**config.mk**
```make
export PLATFORM = sky130hd
export DESIGN_NAME = btn_event_arbiter
export DESIGN_NICKNAME = d
export VERILOG_FILES = /design/src/rtl/lock_pkg.sv /design/src/rtl/sync_fifo.sv /design/src/rtl/btn_event_arbiter.sv
export SDC_FILE = /design/constraint.sdc
export NUM_CORES = 1
export LEC_CHECK = 0
export ABC_AREA = 1
export CAP_MARGIN = 20
export CORE_MARGIN = 5
export CORE_UTILIZATION = 57
export CTS_BUF_LIST = sky130_fd_sc_hd__clkbuf_4
export DETAILED_ROUTE_END_ITERATION = 8
export MAX_ROUTING_LAYER = met4
export PLACE_DENSITY = 0.79
export SYNTH_ARGS = -nofsm -noshare
export SYNTH_HDL_FRONTEND = slang
export SYNTH_HIERARCHICAL = 1
export SYNTH_SLANG_ARGS = --single-unit
```
**constraint.sdc**
```tcl
create_clock -name clk -period 2 [get_ports clk]
set_input_delay 0.3 -clock clk [delete_from_list [all_inputs] [get_ports clk]]
set_output_delay 0.3 -clock clk [all_outputs]
set_load 0.005 [all_outputs]
```
**src/rtl/lock_pkg.sv**
```systemverilog
// Shared constants for the lock front end: button count, event code width,
// button codes and the default debounce divider for a 125 MHz clock.
package lock_pkg;
  localparam int N_BTN         = 4;
  localparam int CODE_W        = $clog2(N_BTN);
  localparam int BTN_0         = 0;
  localparam int BTN_1         = 1;
  localparam int BTN_2         = 2;
  localparam int BTN_3         = 3;
  localparam int TICK_DIV_125M = 125000;
endpackage

```
**src/rtl/sync_fifo.sv**
```systemverilog
// First-word fall-through event queue; push and pop together are legal even
// when full, so the arbiter can refill the slot being drained.
module sync_fifo #(
  parameter  int WIDTH = 2,
  parameter  int DEPTH = 4,
  localparam int AW    = $clog2(DEPTH)
) (
  input  logic             clk,
  input  logic             rst,
  input  logic             i_push,
  input  logic [WIDTH-1:0] i_din,
  input  logic             i_pop,
  output logic             o_full,
  output logic             o_empty,
  output logic [WIDTH-1:0] o_head
);
  logic [DEPTH-1:0][WIDTH-1:0] r_mem;
  logic [AW-1:0]               r_wr, r_rd;
  logic [AW:0]                 r_cnt;
  logic                        w_do_push, w_do_pop;

  assign o_full    = (r_cnt == (AW+1)'(DEPTH));
  assign o_empty   = (r_cnt == '0);
  assign o_head    = r_mem[r_rd];
  assign w_do_pop  = i_pop && !o_empty;
  assign w_do_push = i_push && (!o_full || w_do_pop);

  always_ff @(posedge clk or posedge rst) begin
    if (rst) begin
      r_mem <= '0;
      r_wr  <= '0;
      r_rd  <= '0;
      r_cnt <= '0;
    end else begin
      if (w_do_push) begin
        r_mem[r_wr] <= i_din;
        r_wr        <= r_wr + 1'b1;
      end
      if (w_do_pop) r_rd <= r_rd + 1'b1;
      case ({w_do_push, w_do_pop})
        2'b10:   r_cnt <= r_cnt + 1'b1;
        2'b01:   r_cnt <= r_cnt - 1'b1;
        default: r_cnt <= r_cnt;
      endcase
    end
  end
endmodule

```
**src/rtl/btn_event_arbiter.sv**
```systemverilog
// Debounces raw lock buttons on a slow sample tick, qualifies presses, and
// round-robin queues one button code per transfer toward the lock FSM.
module btn_event_arbiter #(
  parameter  int N_BTN      = lock_pkg::N_BTN,
  parameter  int TICK_DIV   = lock_pkg::TICK_DIV_125M,
  parameter  int FIFO_DEPTH = 4,
  localparam int CODE_W     = $clog2(N_BTN)
) (
  input  logic              clk,
  input  logic              rst,
  input  logic [N_BTN-1:0]  btn_in,
  output logic              ev_valid,
  output logic [CODE_W-1:0] ev_code,
  input  logic              ev_ready,
  output logic              ev_overflow,
  output logic              tick
);
  localparam int CNT_W = $clog2(TICK_DIV);

  logic [CNT_W-1:0]       r_tick_cnt;
  logic [N_BTN-1:0]       r_sync1, r_sync2;
  logic [N_BTN-1:0][2:0]  r_hist;
  logic [N_BTN-1:0]       r_pend;
  logic [CODE_W-1:0]      r_rr_ptr;
  logic                   r_ovf;

  logic                   w_tick;
  logic [N_BTN-1:0]       w_press, w_clr;
  logic                   w_gnt_vld, w_can_push, w_pop, w_full, w_empty;
  logic [CODE_W-1:0]      w_gnt_idx, w_head;

  assign w_tick = (r_tick_cnt == CNT_W'(TICK_DIV-1));
  assign tick   = w_tick;

  always_ff @(posedge clk or posedge rst) begin
    if (rst)         r_tick_cnt <= '0;
    else if (w_tick) r_tick_cnt <= '0;
    else             r_tick_cnt <= r_tick_cnt + 1'b1;
  end

  // Buttons are asynchronous to clk: two flops before the history sampler.
  always_ff @(posedge clk or posedge rst) begin
    if (rst) begin
      r_sync1 <= '0;
      r_sync2 <= '0;
      r_hist  <= '0;
    end else begin
      r_sync1 <= btn_in;
      r_sync2 <= r_sync1;
      if (w_tick)
        for (int i = 0; i < N_BTN; i++) r_hist[i] <= {r_hist[i][1:0], r_sync2[i]};
    end
  end

  always_comb begin
    w_press = '0;
    for (int i = 0; i < N_BTN; i++)
      w_press[i] = w_tick && ({r_hist[i][1:0], r_sync2[i]} == 3'b011);
  end

  assign w_pop      = !w_empty && ev_ready;
  assign w_can_push = !w_full || w_pop;

  // Scan downward so the smallest offset from rr_ptr wins.
  always_comb begin
    w_gnt_vld = 1'b0;
    w_gnt_idx = '0;
    if (w_can_push)
      for (int k = N_BTN-1; k >= 0; k--)
        if (r_pend[(int'(r_rr_ptr) + k) % N_BTN]) begin
          w_gnt_vld = 1'b1;
          w_gnt_idx = CODE_W'((int'(r_rr_ptr) + k) % N_BTN);
        end
  end

  assign w_clr = w_gnt_vld ? (N_BTN'(1) << w_gnt_idx) : '0;

  always_ff @(posedge clk or posedge rst) begin
    if (rst) begin
      r_pend   <= '0;
      r_rr_ptr <= '0;
      r_ovf    <= 1'b0;
    end else begin
      r_pend <= (r_pend & ~w_clr) | w_press;
      r_ovf  <= |(w_press & r_pend & ~w_clr);
      if (w_gnt_vld)
        r_rr_ptr <= (w_gnt_idx == CODE_W'(N_BTN-1)) ? '0 : w_gnt_idx + 1'b1;
    end
  end

  sync_fifo #(.WIDTH(CODE_W), .DEPTH(FIFO_DEPTH)) u_fifo (
    .clk     (clk),
    .rst     (rst),
    .i_push  (w_gnt_vld),
    .i_din   (w_gnt_idx),
    .i_pop   (w_pop),
    .o_full  (w_full),
    .o_empty (w_empty),
    .o_head  (w_head)
  );

  assign ev_valid    = !w_empty;
  assign ev_code     = ev_valid ? w_head : '0;
  assign ev_overflow = r_ovf;
endmodule
```
==> results of run 1 <==
==> path summary, 6_finish.rpt <==
check                      slack, ns  cells past startpoint                          end
setup / recovery               -0.22                     17  u_fifo/r_cnt[2]$_DFFE_PP0P_
hold / removal                  0.29                      2  u_fifo/r_mem[1]$_DFFE_PP0P_
setup reg to reg               -0.22                     17  u_fifo/r_cnt[2]$_DFFE_PP0P_
hold reg to reg                 0.37                      0         r_sync2[0]$_DFF_PP0_
max in group asynchronous       1.28                      3      r_rr_ptr[0]$_DFFE_PP0N_
min in group clk                0.35                      1         r_sync1[2]$_DFF_PP0_
==> logic make-up after synthesis <==
| logic type | Yosys count |
|---|---|
| AOI/OAI and AO/OA | 38 |
| xor gates and xnor gates | 8 |
| adders and majority gates | 11 |
| buffers and inverters | 68 |
| DFF | 55 |
| and+or+nand+nor | 183 |
==> worst max-delay path: stages, from the launching register on <==
cell      delay [ns]
dfrtp_2         0.48
buf_8           0.16
nand2_4         0.05
nand2_2         0.05
nand2_2         0.08
nand2_2         0.08
inv_2           0.07
nand3_4         0.07
nand2_4         0.08
inv_4           0.04
nand2_4         0.06
ha_4            0.15
inv_4           0.04
fa_2            0.37
inv_2           0.06
nand2_1         0.04
nand3b_1        0.08
xor2_1          0.19
==> cells in the mapped netlist <==
master | n | area [µm²]
nand2_1 | 91 | 341.6
dfrtp_1 | 55 | 1376
inv_1 | 52 | 195.2
nand3_1 | 20 | 100.1
nor2_1 | 20 | 75.07
nand4_1 | 14 | 87.58
inv_2 | 11 | 41.29
ha_1 | 10 | 125.1
o21ai_0 | 10 | 50.05
o21ai_1 | 9 | 45.04
nand2_2 | 8 | 50.05
xor2_1 | 6 | 52.55
nor3_2 | 5 | 50.05
a21o_1 | 4 | 30.03
a21oi_1 | 4 | 20.02
nor2_2 | 4 | 25.02
nor2_4 | 4 | 45.04
nand3_2 | 3 | 30.03
nor3_1 | 3 | 15.01
a31oi_1 | 2 | 12.51
buf_2 | 2 | 10.01
buf_6 | 2 | 22.52
nand3_4 | 2 | 35.03
nor4_1 | 2 | 12.51
o21ai_2 | 2 | 17.52
o21bai_1 | 2 | 15.01
o22ai_1 | 2 | 12.51
xnor2_1 | 2 | 17.52
a21oi_2 | 1 | 8.760
and2_1 | 1 | 6.260
and3_1 | 1 | 6.260
buf_4 | 1 | 7.510
fa_1 | 1 | 20.02
nand2_4 | 1 | 11.26
nand3b_1 | 1 | 7.510
nor2_8 | 1 | 20.02
nor3b_2 | 1 | 12.51
nor4_2 | 1 | 12.51
o211a_1 | 1 | 10.01
o211ai_2 | 1 | 12.51
==> sequential cells by signal, indices dropped and copies added, names as in the netlist <==
signal and flops:
r_rr_ptr 2, u_fifo/r_rd 2, r_pend 4, r_sync1 4, u_fifo/r_wr 2, u_fifo/r_cnt 3, u_fifo/r_mem 8, r_sync2 4
r_hist 8, r_tick_cnt 17, ev_overflow 1
==> report_power, final <==
part	internal [µW]	leakage (µW)	switching, µW
registers	1180	0.000713	67.5
logic	357	0.00118	373
clock network	258	0.0000426	339
total	1790	0.00194	779
==> area by class of cell <==
cell class / instances / area share, %
clock inverter: 3 / 1.053
timing repair buffer: 50 / 11.14
tap: 70 / 2.378
clock buffer: 5 / 1.019
multi-input combinational: 240 / 40.42
inverter: 63 / 6.556
sequential: 55 / 37.43
==> layer usage <==
| metal | vias up | global-route usage, % | wire length [µm] |
|---|---|---|---|
| met1 | 1139 | 24.63 | 2823 |
| met5 | - | - | 0 |
| li1 | 1257 | - | - |
| met4 | 0 | 6.984 | 176 |
| met3 | 20 | 3.960 | 178 |
| met2 | 41 | 30.54 | 2883 |
==> timing repair <==
action / CTS / global route
endpoints found under the setup margin: 9 / 20
pin swaps: 10 / 9
resized for setup: 15 / 14
hold buffers: 0 / 0
setup buffers: 8 / 7
==> metrics by stage <==
stage / cells / util (%) / power (µW) / area [µm²]
finish: 486 / 71.67 / 2571 / 3684
global route: 486 / 71.67 / 2743 / 3684
CTS: 479 / 70.16 / 2568 / 3606
detailed placement: 463 / 66.72 / 1937 / 3430
global placement: 463 / 66.72 / 1897 / 3430
floorplan: 363 / - / 1676 / 3092
==> flow_summary.json, run 1 <==
{
  "yosysSeqAreaShare_pct": 45.19,
  "diodes": 0,
  "synth_area_per_cell_um2": 8.390,
  "layout_commonest_cell": "nand2_1",
  "hold_ws_ns": 0.2880,
  "end_kind": "register",
  "register_area_mm2": 0.001379,
  "drtAntennaViolNets": 0,
  "drive_gt1_share_pct": 27.88,
  "initial_utilization_pct": 59.25,
  "clock-root-buffer": "clkbuf_4",
  "clkTransAtPathRegs_ns": 0.15,
  "reg2reg_from": "r_rr_ptr[0]$_DFFE_PP0N_",
  "overflow": 0,
  "status": "finished with violations",
  "synth_nets": 381,
  "antenna_found_initial": 0,
  "route.detailed.drc": 0,
  "start_kind": "register",
  "wirelength_um": 6061,
  "skew_ns": 0.006372,
  "synth_xor_area_share_pct": 2.301,
  "cts_max_level": 2,
  "syn2layout_area_growth_pct": 20.95,
  "fin_ws_ns": -0.2239,
  "path_class": "reg2reg",
  "clkSinkCount": 55,
  "dr.pass1.iters": 5,
  "final_cell_mix": "78 x nand2_1, 53 x dfrtp_1, 48 x inv_1",
  "dieWidth_um": 83.10,
  "rsz0062_at_grt": "true",
  "io_pins": 12,
  "yosys_register_bits": 55,
  "syn_area_mm2": 0.003045,
  "synth_top_family_by_area": "simple AND/OR/NAND/NOR gates",
  "max_freq_mhz": 449.7,
  "cap_violations": 0,
  "grt_pass1_vias": 2432,
  "synth_cells": 363,
  "finalCritPeriodShare_pct": 111.2,
  "dp_slack_ns": -0.1835,
  "path_max_fanout": 8,
  "drt_iter0_markers": 154,
  "cts_tree": "done",
  "p_per_area_mw_per_mm2": 698.0,
  "insertion_delay_ns": 0.37,
  "grt_pass1_wl_um": 10810,
  "multi_input_area_mm2": 0.001489,
  "drv_slew": 0,
  "crit_path_start": "r_rr_ptr[0]$_DFFE_PP0N_",
  "cts_buffers": 5,
  "routedWlPerCell_um": 12.47,
  "slew_headroom_pct": 62.91,
  "clk_path_buf_depth": 2,
  "synth_adder_area_share_pct": 4.766,
  "cp.required_ns": 2.30,
  "grt_max_degree": 41,
  "core_area_mm2": 0.005140,
  "die_area_mm2": 0.006905,
  "vdd_drop_max_mv": 0.7531,
  "portBuffers": 11,
  "hold_class": "in2async",
  "die_y_um": 83.10,
  "fin_crit_ns": 2.224,
  "leakagePower_uw": 0.001937,
  "ys_warn_count": 6,
  "rows": 26,
  "worst_pin_slew_ns": 0.5558,
  "finalSetupTns_ns": -0.7427,
  "synth-compound-area-share_pct": 7.683,
  "synthSimpleGateAreaFrac_pct": 30.98,
  "muxShareOfSynthArea_pct": 0,
  "grt_usage_pct": 19.31,
  "finalHoldViolCount": 0,
  "critPathArrivalTime_ns": 2.52,
  "place_congestion": 0.8730,
  "viasPerCell": 5.056,
  "vias": 2457,
  "violations": "setup timing",
  "ys_types": 40,
  "finalSetupViolCount": 8,
  "nets": 433,
  "nFillCells": 404,
  "dp_hpwl_um": 4270
}
(Power assumes the default switching activity.)
==> run 2, diff against run 1 <==
--- a/config.mk
+++ b/config.mk
@@ -7,7 +7,7 @@
 export LEC_CHECK = 0
 export ABC_AREA = 1
 export CAP_MARGIN = 20
-export CORE_MARGIN = 5
+export CORE_MARGIN = 2
 export CORE_UTILIZATION = 57
 export CTS_BUF_LIST = sky130_fd_sc_hd__clkbuf_4
 export DETAILED_ROUTE_END_ITERATION = 8
==> flow_summary.json, run 2 (synthesized netlist as in run 1, its figures left out) <==
{
  "rows": 26,
  "finalHoldViolCount": 0,
  "die_y_um": 77.10,
  "portBuffers": 11,
  "drive_gt1_share_pct": 33.33,
  "finalSetupViolCount": 9,
  "viasPerCell": 5.226,
  "insertion_delay_ns": 0.40,
  "critPathMaxStageDelay_ns": 0.51,
  "rrSetupSlack_ns": -0.21,
  "dp_hpwl_um": 4207,
  "wl_met1_um": 2835,
  "drv_slew": 0,
  "grt_pass1_vias": 2376,
  "vdd_drop_max_mv": 0.5806,
  "rsz0062_at_grt": "true",
  "max_freq_mhz": 452.0,
  "final_cell_mix": "70 x nand2_1, 51 x dfrtp_1, 46 x inv_1",
  "drt_iter0_markers": 198,
  "cts_buffers": 5,
  "finalCritPeriodShare_pct": 110.6,
  "p_per_area_mw_per_mm2": 666.9,
  "fin_crit_ns": 2.213,
  "cp.required_ns": 2.31,
  "start_kind": "register",
  "skew_ns": 0.02049,
  "dp_slack_ns": -0.1621,
  "dr.pass1.iters": 4,
  "leakagePower_uw": 0.001936,
  "clkSinkCount": 55,
  "worst_path_max_delay_cell": "dfrtp_2",
  "hold_buffers": 0,
  "routed.top_layer": "met4",
  "grt_pass1_wl_um": 10450,
  "dieWidth_um": 77.10,
  "reg2reg_to": "u_fifo/r_cnt[2]$_DFFE_PP0P_",
  "core_area_mm2": 0.005140,
  "end_kind": "register",
  "regMostFlops": "r_tick_cnt",
  "drtAntennaViolNets": 0,
  "fin_ws_ns": -0.2126,
  "reg_top3": "r_tick_cnt (17), r_hist (8), u_fifo/r_mem (8)",
  "io_pins": 12,
  "grt_usage_pct": 22.62,
  "vias": 2545,
  "crit_top_cell": "nand2_2",
  "violations": "setup timing",
  "nets": 434,
  "wirelength_um": 6634,
  "routedWlPerCell_um": 13.62,
  "path_class": "reg2reg",
  "cap_violations": 0,
  "wl_met3_um": 241,
  "route.detailed.drc": 0,
  "slew_headroom_pct": 61.08,
  "reg2reg_from": "r_rr_ptr[0]$_DFFE_PP0N_",
  "cts_max_level": 2,
  "finalSetupTns_ns": -0.8029,
  "cts_tree": "done",
  "layout_commonest_cell": "nand2_1",
  "diodes": 0,
  "status": "finished with violations",
  "grt_max_degree": 41,
  "critPathArrivalTime_ns": 2.52,
  "hold_class": "in2async",
  "syn2layout_area_growth_pct": 24.65,
  "hold_ws_ns": 0.2529,
  "clock-root-buffer": "clkbuf_4",
  "die_area_mm2": 0.005944,
  "place_congestion": 0.9241,
  "cp_cell_sequence": "buf_6 > nand2_2 > nand2_1 > nand2_2 > nand2_2 > inv_2 > nand3_4 > nand2_4 > inv_4 > nand2_4 > ha_4 > inv_2 > fa_2 > nand2_1 > nand3b_1 > xor2_1",
  "largest_register_ffs": 17,
  "worst_pin_slew_ns": 0.5831,
  "reg2reg_depth": 16,
  "antenna_found_initial": 0,
  "path_max_fanout": 6,
  "clkTransAtPathRegs_ns": 0.17,
  "clk_path_buf_depth": 2,
  "initial_utilization_pct": 59.25,
  "overflow": 0,
  "dr_wl_met2_um": 3453
}
==> run 2: changes by cell type in the layout (fill, tap and decap cells not counted), sizes merged <==
cell           previous run  this run
buf                      39        40
bufinv                    1         0
clkdlybuf4s50             8         9
dlygate4sd2               0         1
dlymetal6s2s              2         0
inv                      63        64
==> run 2: critical path, delay by kind of cell, from the launching register on <==
kind,cells,cell delay (ns)
buffers and inverters,4,0.30
flip-flops,1,0.51
XOR/XNOR,1,0.15
AND/OR/NAND/NOR,9,0.68
adder cells (fa/ha/maj),2,0.48
==> run 2: what timing repair did <==
action | CTS | global route
endpoints found under the setup margin | 10 | 17
pin swaps | 13 | 27
buffers inserted | 10 | 7
resized for setup | 14 | 45
==> run 2: final cells by class <==
class,count,area (µm²)
tap,70,87.58
multi-input combinational,240,1614
sequential,55,1381
fill,382,1344
timing repair buffer,51,415.4
clock buffer,5,37.54
clock inverter,3,18.77
inverter,63,241.5
==> run 2: per-layer routing <==
| metal | vias up | GRT usage (%) |
|---|---|---|
| met4 | 0 | 6.786 |
| li1 | 1259 | - |
| met1 | 1224 | 27.91 |
| met2 | 50 | 37.37 |
| met3 | 12 | 5.176 |
| met5 | - | - |
==> run 2: worst max path at each step <==
stage | from | to
CTS | r_rr_ptr[0]$_DFFE_PP0N_ | u_fifo/r_cnt[2]$_DFFE_PP0P_
finish | r_rr_ptr[0]$_DFFE_PP0N_ | u_fifo/r_cnt[2]$_DFFE_PP0P_
detailed placement | r_rr_ptr[0]$_DFFE_PP0N_ | u_fifo/r_cnt[2]$_DFFE_PP0P_
global route | r_rr_ptr[0]$_DFFE_PP0N_ | u_fifo/r_cnt[2]$_DFFE_PP0P_
floorplan | r_rr_ptr[0]$_DFFE_PP0N_ | u_fifo/r_cnt[2]$_DFFE_PP0P_
global placement | r_rr_ptr[0]$_DFFE_PP0N_ | u_fifo/r_cnt[2]$_DFFE_PP0P_
==> run 2: report_power, final <==
| group | internal (µW) | leakage, µW | switching (µW) |
|---|---|---|---|
| Clock | 139 | 0.0000354 | 377 |
| Combinational | 380 | 0.00119 | 383 |
| Sequential | 1180 | 0.000711 | 73.5 |
==> run 2: metrics by stage <==
step,std cells,utilization [%],total power [µW],area [µm²]
after global routing,487,73.86,2690,3796
final,487,73.86,2532,3796
after CTS,480,69.84,2488,3590
after detailed placement,462,66.58,1929,3422
after global placement,462,66.58,1896,3422
after floorplan,363,-,1676,3092
